File: src/rtl/fetch_pkg.sv
// Shared fetch definitions: FSM state encodings, PC step default and address helpers.
// Used by the fetch controller and the decode queue.
package fetch_pkg;

    typedef enum logic [1:0] {
        ST_INIT    = 2'd0,
        ST_RUN     = 2'd1,
        ST_BUBBLE  = 2'd2,
        ST_SYSWAIT = 2'd3
    } fetch_state_e;

    localparam logic [31:0] PC_STEP_DEFAULT = 32'h4;
    localparam logic [31:0] WORD_BYTES      = 32'h4;
    localparam int          CNT_W           = 16;
    localparam logic [15:0] STALL_MAX       = 16'hFFFF;

    // Redirect targets are forced onto a word boundary.
    function automatic logic [31:0] align_word(input logic [31:0] addr);
        return {addr[31:2], 2'b00};
    endfunction

endpackage

File: src/rtl/fetch_ctrl_if.sv
// Fetch controller bus: redirect/stall inputs and fetch address/strobe outputs.
// master = the fetch controller, slave = the pipeline environment around it.
interface fetch_ctrl_if;

    logic [31:0] PC_init;
    logic        flush_fCOM;
    logic        mispredict;
    logic [31:0] nextInstruction_address;
    logic        syscall_detect;
    logic        syscall_retire;
    logic        FREEZE;
    logic        full_IDQUEUE;

    logic [31:0] Instr_address_2IM;
    logic [31:0] CIA;
    logic        do_write_IDQUEUE;
    logic        pipe_kill;
    logic [1:0]  fetch_state;
    logic [15:0] stall_count;

    modport master (
        input  PC_init, flush_fCOM, mispredict, nextInstruction_address,
               syscall_detect, syscall_retire, FREEZE, full_IDQUEUE,
        output Instr_address_2IM, CIA, do_write_IDQUEUE, pipe_kill,
               fetch_state, stall_count
    );

    modport slave (
        output PC_init, flush_fCOM, mispredict, nextInstruction_address,
               syscall_detect, syscall_retire, FREEZE, full_IDQUEUE,
        input  Instr_address_2IM, CIA, do_write_IDQUEUE, pipe_kill,
               fetch_state, stall_count
    );

endinterface

File: src/rtl/fetch_hold_cnt.sv
// Down-counter timing the INIT and BUBBLE hold phases of the fetch FSM.
// Reset loads RESET_VALUE, load takes load_value, dec stops at zero.
module fetch_hold_cnt #(
    parameter int             W           = 16,
    parameter logic [W-1:0]   RESET_VALUE = '0
) (
    input  logic         clk,
    input  logic         reset,
    input  logic         load,
    input  logic [W-1:0] load_value,
    input  logic         dec,
    output logic         zero
);

    logic [W-1:0] count;

    // NOTE: sequential state uses non-blocking assignments so every flop
    // samples pre-edge values regardless of block ordering.
    always_ff @(posedge clk) begin
        if (reset) begin
            count <= RESET_VALUE;
        end else if (load) begin
            count <= load_value;
        end else if (dec && (count != '0)) begin
            count <= count - 1'b1;
        end
    end

    assign zero = (count == '0);

endmodule

File: src/rtl/fetch_ctrl.sv
// Instruction fetch controller: sequential PC generation with stall, redirect,
// bubble and syscall-drain handling, feeding the decode queue.
module fetch_ctrl
    import fetch_pkg::*;
#(
    parameter int          INIT_CYCLES   = 2,
    parameter int          BUBBLE_CYCLES = 1,
    parameter logic [31:0] PC_STEP       = PC_STEP_DEFAULT
) (
    input  logic          CLK,
    input  logic          RESET,
    fetch_ctrl_if.master  bus
);

    localparam logic [CNT_W-1:0] INIT_LOAD   = CNT_W'(INIT_CYCLES - 1);
    localparam logic [CNT_W-1:0] BUBBLE_LOAD = CNT_W'(BUBBLE_CYCLES - 1);

    fetch_state_e state, state_next;
    logic [31:0]  pc, pc_next;
    logic [31:0]  cia, cia_next;
    logic [15:0]  stall, stall_next;
    logic [31:0]  redirect_target;
    logic         cnt_load, cnt_dec, cnt_zero;
    logic         write_raw, kill_raw;

    assign redirect_target = align_word(bus.nextInstruction_address);

    fetch_hold_cnt #(
        .W           (CNT_W),
        .RESET_VALUE (INIT_LOAD)
    ) u_hold_cnt (
        .clk        (CLK),
        .reset      (RESET),
        .load       (cnt_load),
        .load_value (BUBBLE_LOAD),
        .dec        (cnt_dec),
        .zero       (cnt_zero)
    );

    always_ff @(posedge CLK) begin
        if (RESET) begin
            state <= ST_INIT;
            pc    <= bus.PC_init;
            cia   <= '0;
            stall <= '0;
        end else begin
            state <= state_next;
            pc    <= pc_next;
            cia   <= cia_next;
            stall <= stall_next;
        end
    end

    // NOTE: every always_comb output gets a default first, so no path leaves
    // a variable unassigned and no latch is inferred.
    always_comb begin
        state_next = state;
        pc_next    = pc;
        cia_next   = cia;
        stall_next = stall;
        cnt_load   = 1'b0;
        cnt_dec    = 1'b0;
        write_raw  = 1'b0;
        kill_raw   = 1'b0;

        if (bus.flush_fCOM) begin
            kill_raw   = 1'b1;
            pc_next    = bus.PC_init;
            cia_next   = '0;
            state_next = ST_BUBBLE;
            cnt_load   = 1'b1;
        end else if (bus.mispredict) begin
            kill_raw   = 1'b1;
            pc_next    = redirect_target;
            // CIA looks like the word before the target was the last fetch.
            cia_next   = redirect_target - WORD_BYTES;
            state_next = ST_BUBBLE;
            cnt_load   = 1'b1;
        end else begin
            unique case (state)
                ST_INIT, ST_BUBBLE: begin
                    if (cnt_zero) state_next = ST_RUN;
                    else          cnt_dec    = 1'b1;
                end
                ST_RUN: begin
                    if (bus.syscall_detect) begin
                        state_next = ST_SYSWAIT;
                    end else if (bus.FREEZE || bus.full_IDQUEUE) begin
                        if (stall != STALL_MAX) stall_next = stall + 16'd1;
                    end else begin
                        write_raw = 1'b1;
                        pc_next   = pc + PC_STEP;
                        cia_next  = pc;
                    end
                end
                ST_SYSWAIT: begin
                    if (bus.syscall_retire) state_next = ST_RUN;
                end
                default: state_next = ST_INIT;
            endcase
        end
    end

    // Combinational strobes are silenced while reset is held.
    assign bus.do_write_IDQUEUE  = write_raw && !RESET;
    assign bus.pipe_kill         = kill_raw && !RESET;
    assign bus.Instr_address_2IM = pc;
    assign bus.CIA               = cia;
    assign bus.fetch_state       = state;
    assign bus.stall_count       = stall;

endmodule

File: src/flat_wrapper.sv
// flat-port wrapper written by rule: the top's interface ports become plain ports
module fetch_ctrl_flat import fetch_pkg::*;
#(
    parameter int          INIT_CYCLES   = 2,
    parameter int          BUBBLE_CYCLES = 1,
    parameter logic [31:0] PC_STEP       = PC_STEP_DEFAULT
)
  (CLK, RESET, bus_PC_init, bus_flush_fCOM, bus_mispredict, bus_nextInstruction_address, bus_syscall_detect, bus_syscall_retire, bus_FREEZE, bus_full_IDQUEUE, bus_Instr_address_2IM, bus_CIA, bus_do_write_IDQUEUE, bus_pipe_kill, bus_fetch_state, bus_stall_count);
  fetch_ctrl_if bus_i ();
  input  logic CLK;
  input  logic RESET;
  input wire logic [$bits(bus_i.PC_init)-1:0] bus_PC_init;
  input wire logic [$bits(bus_i.flush_fCOM)-1:0] bus_flush_fCOM;
  input wire logic [$bits(bus_i.mispredict)-1:0] bus_mispredict;
  input wire logic [$bits(bus_i.nextInstruction_address)-1:0] bus_nextInstruction_address;
  input wire logic [$bits(bus_i.syscall_detect)-1:0] bus_syscall_detect;
  input wire logic [$bits(bus_i.syscall_retire)-1:0] bus_syscall_retire;
  input wire logic [$bits(bus_i.FREEZE)-1:0] bus_FREEZE;
  input wire logic [$bits(bus_i.full_IDQUEUE)-1:0] bus_full_IDQUEUE;
  output wire logic [$bits(bus_i.Instr_address_2IM)-1:0] bus_Instr_address_2IM;
  output wire logic [$bits(bus_i.CIA)-1:0] bus_CIA;
  output wire logic [$bits(bus_i.do_write_IDQUEUE)-1:0] bus_do_write_IDQUEUE;
  output wire logic [$bits(bus_i.pipe_kill)-1:0] bus_pipe_kill;
  output wire logic [$bits(bus_i.fetch_state)-1:0] bus_fetch_state;
  output wire logic [$bits(bus_i.stall_count)-1:0] bus_stall_count;
  assign bus_i.PC_init = bus_PC_init;
  assign bus_i.flush_fCOM = bus_flush_fCOM;
  assign bus_i.mispredict = bus_mispredict;
  assign bus_i.nextInstruction_address = bus_nextInstruction_address;
  assign bus_i.syscall_detect = bus_syscall_detect;
  assign bus_i.syscall_retire = bus_syscall_retire;
  assign bus_i.FREEZE = bus_FREEZE;
  assign bus_i.full_IDQUEUE = bus_full_IDQUEUE;
  assign bus_Instr_address_2IM = bus_i.Instr_address_2IM;
  assign bus_CIA = bus_i.CIA;
  assign bus_do_write_IDQUEUE = bus_i.do_write_IDQUEUE;
  assign bus_pipe_kill = bus_i.pipe_kill;
  assign bus_fetch_state = bus_i.fetch_state;
  assign bus_stall_count = bus_i.stall_count;
  fetch_ctrl #(.INIT_CYCLES(INIT_CYCLES), .BUBBLE_CYCLES(BUBBLE_CYCLES), .PC_STEP(PC_STEP)) u_core (.CLK(CLK), .RESET(RESET), .bus(bus_i));
endmodule
File: config.mk
export PLATFORM = sky130hd
export DESIGN_NAME = fetch_ctrl_flat
export DESIGN_NICKNAME = d
export VERILOG_FILES = /design/src/rtl/fetch_pkg.sv /design/src/rtl/fetch_ctrl_if.sv /design/src/rtl/fetch_hold_cnt.sv /design/src/rtl/fetch_ctrl.sv /design/src/flat_wrapper.sv
export SDC_FILE = /design/constraint.sdc
export NUM_CORES = 1
export LEC_CHECK = 0
export CORE_ASPECT_RATIO = 0.7
export CORE_MARGIN = 3
export CORE_UTILIZATION = 50
export CTS_BUF_LIST = sky130_fd_sc_hd__clkbuf_4 sky130_fd_sc_hd__clkbuf_8 sky130_fd_sc_hd__clkbuf_16
export CTS_CLUSTER_SIZE = 25
export DETAILED_ROUTE_END_ITERATION = 10
export PLACE_DENSITY = 0.83
export SETUP_SLACK_MARGIN = 0.05
export SYNTH_ARGS = -nofsm -noshare
export SYNTH_HDL_FRONTEND = slang
export SYNTH_SLANG_ARGS = --single-unit
File: constraint.sdc
create_clock -name CLK -period 4.1 [get_ports CLK]
set_input_delay 0.82 -clock CLK [delete_from_list [all_inputs] [get_ports CLK]]
set_output_delay 0.82 -clock CLK [all_outputs]
set_load 0.01 [all_outputs]
# After elaboration in Yosys (flattened, before gate mapping)
# Cells that the tools add are included.
# Widths: inputs -> output; s select.
dict set report classes {
  eq_ne 14
  n_addsub 4
  mul 0
  div_mod_pow 0
  reduce_logical 20
  mux 29
  shift 0
  magnitude_cmp 0
  n_bitwise 3
}
# cell n
set ops {}
lappend ops {{$mux 32} 10}
lappend ops {{$add 32x3->32 const B} 1}
lappend ops {{$sub 32x3->32 const B} 1}
lappend ops {{$add 16x1->16 const B} 1}
lappend ops {{$logic_not 16->1} 1}
lappend ops {{$ne 16x16->1 const B} 1}
lappend ops {{$ne 4x4->1 const B} 4}
lappend ops {{$reduce_bool 16->1} 1}
lappend ops {{$sub 16x1->16 const B} 1}
lappend ops {{$mux 1} 13}
lappend ops {{$reduce_and 3->1} 4}
lappend ops {{$mux 2} 5}
lappend ops {{$ne 2x2->1 const B} 4}
lappend ops {{$pmux 2 s3} 1}
lappend ops {{$reduce_and 6->1} 1}
lappend ops {{$reduce_or 2->1} 3}
lappend ops {{$eq 2x2->1 const B} 2}
lappend ops {{$ne 4x3->1 const B} 1}
lappend ops {{$reduce_bool 2->1} 2}
lappend ops {{$reduce_bool 4->1} 1}
lappend ops {{$logic_and 1x1->1} 3}
lappend ops {{$not 1->1} 3}
lappend ops {{$reduce_or 3->1} 1}
lappend ops {{$eq 2x1->1 const B} 1}
lappend ops {{4 further kinds} 4}
dict set report word_totals {
  latchBits 0
  ram_bits 0
  out_inout_bits 84
  memories 0
  mem_bits_ro 0
  ff_bits 98
  elab_cells 77
}

# Logic depth before layout (Yosys ltp)
dict set report logic_depth {
  depth_word 8
  ltp_mapped 9
  depth_no_buf 7
}

# Hierarchy
# From an unflattened synthesis, not the netlist that was laid out.
dict set report hier_totals {
  cells_unflattened 651
  area_unflattened_um2 5805.6
}
# mod cells_per_inst area_per_inst_um2 seq_area_each_um2 instances
set by_module_without_submodules {}
lappend by_module_without_submodules {fetch_ctrl 536 4875.9 1961.9 1}
lappend by_module_without_submodules {fetch_hold_cnt 115 929.6 320.3 1}

# Worst setup path before layout
# Ideal clock, no wire load.
dict set report synth_timing {
  kind {in2reg}
  from {in bus_mispredict}
  to {reg u_core.pc[10], in the netlist u_core.bus.Instr_address_2IM[10] (enable)}
  setup_slack_ns 1.144
  setup_ns 0.392
  cell_stages 6
  arrival_time_ns 2.564
  path_buffers 3
  path_cell_list {clkbuf_1 or3_1 clkbuf_1 a21oi_1 clkbuf_1 inv_1}
}
dict set report synth_via {
  elab_chain_cells 2
  elab_cells_between_ends 4
  cone_classes {2 x eq/ne; 2 x reduce/logical}
}
# item line_no
set synth_lines {}
lappend synth_lines {{from (decl)} flat_wrapper.sv:14} ;# input wire logic [$bits(bus_i.mispredict)-1:0] bus_mispredict;
lappend synth_lines {{$ne 4x4->1 (no source line) or $reduce_bool 4->1 (tied branches)} -}
lappend synth_lines {{$reduce_and 3->1 (no source line) (*)} -}
lappend synth_lines {{to (signal assigned)} fetch_ctrl.sv:43} ;# pc <= bus.PC_init;
lappend synth_lines {{to (signal assigned)} fetch_ctrl.sv:48} ;# pc <= pc_next;
lappend synth_lines {{to (decl)} fetch_ctrl.sv:19} ;# logic [31:0] pc, pc_next;
# Mark *: on every way between the ends. The rest lies on a longest branch, timed or not.
# A chain may end at the register's enable or synchronous reset.

# Worst setup path in the final report
dict set report layout_timing {
  from {in bus_flush_fCOM}
  to {out bus_do_write_IDQUEUE}
}
dict set report layout_via {
  elab_chain_cells 2
}
# item line_no
set layout_lines {}
lappend layout_lines {{from (decl)} flat_wrapper.sv:13} ;# input wire logic [$bits(bus_i.flush_fCOM)-1:0] bus_flush_fCOM;
lappend layout_lines {{$mux 1} fetch_ctrl.sv:66} ;# if (bus.flush_fCOM) begin
lappend layout_lines {{$logic_and 1x1->1} fetch_ctrl.sv:105} ;# assign bus.do_write_IDQUEUE = write_raw && !RESET;
lappend layout_lines {{to (decl)} flat_wrapper.sv:22} ;# output wire logic [$bits(bus_i.do_write_IDQUEUE)-1:0] bus_do_write_IDQUEUE;
# Every way passes these cells.

==> results.md <==
- Status: finished, final reports clean
- Number of distinct library cells after synthesis: 62
- RD Place Congestion: 0.959
- PortBufs: 153
- Share of cells above drive strength 1: 5.65%
- 1st-pass router iterations: 6
- Clock tree buffer depth: 2
- DR vias/cell: 6.27
- Growth of design area from synthesis to finish: 34.9%
- Placed instance area: 0.00737 mm^2
- Multi-input gate area: 0.00323 mm^2
- Antenna Nets Post-Route: 0
- Synth Register Bits: 98
- Later-pin clock latency in the skew report: 0.35 ns
- Routed length per instance: 19.3 um
- Place WS: 0.680 ns
- Sequential share of the synthesized area: 40.0%
- Worst-path clk slew: 0.06 ns
- Die area: 0.0128 mm^2
- CP max FO: 7
- Kind of end point of the critical path: output pin
- Die X: 134 um
- Ys Warns: 0
- DP HPWL: 13.5 mm
- Mapped cell area: 0.00571 mm^2
- CP Class: in -> out
- Slew Limit Fails: 0
- Worst EP arrival: 2.55 ns
- Final non-filler cell area: 0.00770 mm^2
- Remaining Overflow, GRT: 0
- Post-route DRC: 0
- Vias in the first global route: 5776
- Cells after Synth: 670
- Max_cap viols: 0
- Post-CTS Resized: 0
- Mapped Nets: 747
- Synth async-reset ratio: 0%
- CTS tree: yes
- Layout Nets: 886
- Root Buffer: clkbuf_16
- Largest net degree at the start of global routing: 56
- Antenna Cells: 0
- First-pass GRT wire length: 29.3 mm
- Worst Clk Skew: 0.0112 ns
- Finish-stage setup viols: 0
- Period minus WS final: 3.37 ns
- Initial antenna violation count: 0
- Die Ht: 95.4 um
- Layout fillers: 834
- Total power: 0.00249 W
- WP data required: 3.28 ns
- Via count: 6031
- Final WS setup: 0.729 ns
- Final WL: 18.6 mm
- Slowest Stage Delay on Critical Path: 0.59 ns
- Initial Utilization: 53.1%
- Max VDD drop: 0.219 mV
- Fmax: 297 MHz
- Setup TNS Final: 0 ns
- Final Cycle Share: 82.2%
- CP dominant cell by count: clkdlybuf4s50_1
- Total CTS buffers: 9
- Post-CTS Setup Inserts: 0
- Clock sinks: 98
- Leakage: 2.67 nW
- Slew HR: 40.6%
- Max stage delay cell, worst path: clkdlybuf4s50_1
- Io pins: 156
- RSZ-0062 raised after global routing: no
- Tightest Hold Check Type: reg -> reg
- Main synth FF type: dfxtp_1
- Core Box Area: 0.0107 mm^2
- Pwr dens: 323 mW/mm^2
- Worst Max-Slew Pin Slew: 0.883 ns
- FF+latch area: 0.00228 mm^2
- Final Hold Viols: 0
- Initial DRC Count: 747
- Gr usage total: 28.8%
- CP Launch Type: primary input
- Post-CTS Hold Buffers: 0
- Critical path cell sequence: clkdlybuf4s50_1, or3_1, nor2_1, clkdlybuf4s50_1
- Row cnt: 31
- Avg Inst Size Synth: 8.52 um^2
- H-tree levels: 3
- EDFF count, synth: 32
worst max-delay path, delay by kind of cell:
family / cells / cell delay (ns)
buf+inv: 2 / 1.10
simple gates: 2 / 0.62
final timing paths:
check                              from  cells after the start  slack (ns)                         to
max                      bus_flush_fCOM                      4        0.73       bus_do_write_IDQUEUE
min                   u_core.bus.CIA[1]                      2        0.46          u_core.bus.CIA[1]
max reg2reg  u_core.u_hold_cnt.count[6]                      5        1.55  u_core.bus.fetch_state[1]
min reg2reg           u_core.bus.CIA[1]                      2        0.46          u_core.bus.CIA[1]
power by group:
group,switching (W),internal [W],total (W)
clock,0.000374,0.000527,0.000901
sequential,0.0000719,0.00106,0.00113
combinational,0.000223,0.000231,0.000454
total,0.000668,0.00182,0.00249
cells by family after synthesis:
logic type | synth area share (%)
adders and majority gates | 1.10
AOI/OAI and AO/OA | 16.4
muxes | 3.27
xor gates and xnor gates | 7.98
DFF | 40.0
buffers and inverters | 3.42
and+or+nand+nor | 27.9
flip-flops by register name, indices dropped and copies added, names as in the netlist:
name / cells
u_core.bus.CIA: 32
u_core.bus.Instr_address_2IM: 32
u_core.bus.stall_count: 16
u_core.u_hold_cnt.count: 16
u_core.bus.fetch_state: 2
layer usage:
metal  up-vias  routed length, um  track usage [%]
met2       398               8320             44.8
li1       2760                  -                -
met1      2854               7860             40.7
met5         -                  0                0
met4         0                211             7.71
met3        19               2220             6.54
cell usage in the layout, fill, tap and decap left out, types with 6 or more instances in the layout:
master / synthesis / layout
or3_1: 8 / 8
o31ai_1: 9 / 9
dfxtp_1: 66 / 66
nor4_1: 18 / 18
and2_1: 7 / 7
nand4_1: 14 / 14
a21boi_0: 7 / 7
xor2_1: 19 / 19
o31a_1: 6 / 6
edfxtp_1: 32 / 32
clkbuf_16: 0 / 11
o221ai_1: 9 / 9
o21ai_0: 37 / 37
nand2_1: 85 / 85
nand3_1: 26 / 26
a32o_1: 6 / 6
inv_1: 13 / 13
clkdlybuf4s50_1: 0 / 152
a21oi_1: 18 / 18
nand2b_1: 8 / 8
or4_1: 13 / 13
mux2i_1: 13 / 13
nor3_1: 22 / 21
a31oi_1: 12 / 12
buf_4: 0 / 13
xnor2_1: 33 / 33
nor2_1: 67 / 67
a22o_1: 8 / 8
final cells by class:
type	count	share of cell area (%)
Timing Repair Buffer	166	21.1
Inverter	13	0.634
Clock buffer	14	4.03
Tap cell	148	2.41
Multi-Input combinational cell	521	42.0
Clock inverter	2	0.163
Sequential cell	98	29.6
metrics by stage:
step,utilization [%],cells,hold slack [ns]
3_5_place_dp,68.6,946,0.453
3_3_place_gp,68.6,946,0.447
5_1_grt,71.6,962,0.478
4_1_cts,71.6,962,0.463
2_1_floorplan,-,670,0.471
6_report,71.6,962,0.459
cell usage after synthesis, drive strengths merged, types with 18 or more instances:
master | number | share of area (%)
a21oi | 18 | 1.6
edfxtp | 32 | 17
nor4 | 19 | 2.2
nor2 | 67 | 4.4
o21ai | 37 | 3.2
xor2 | 19 | 2.9
clkbuf | 28 | 1.8
dfxtp | 66 | 23
xnor2 | 33 | 5.1
nand2 | 85 | 5.6
nor3 | 23 | 2.1
nand3 | 26 | 2.3
Note: power is estimated with default switching activity, not from simulation.
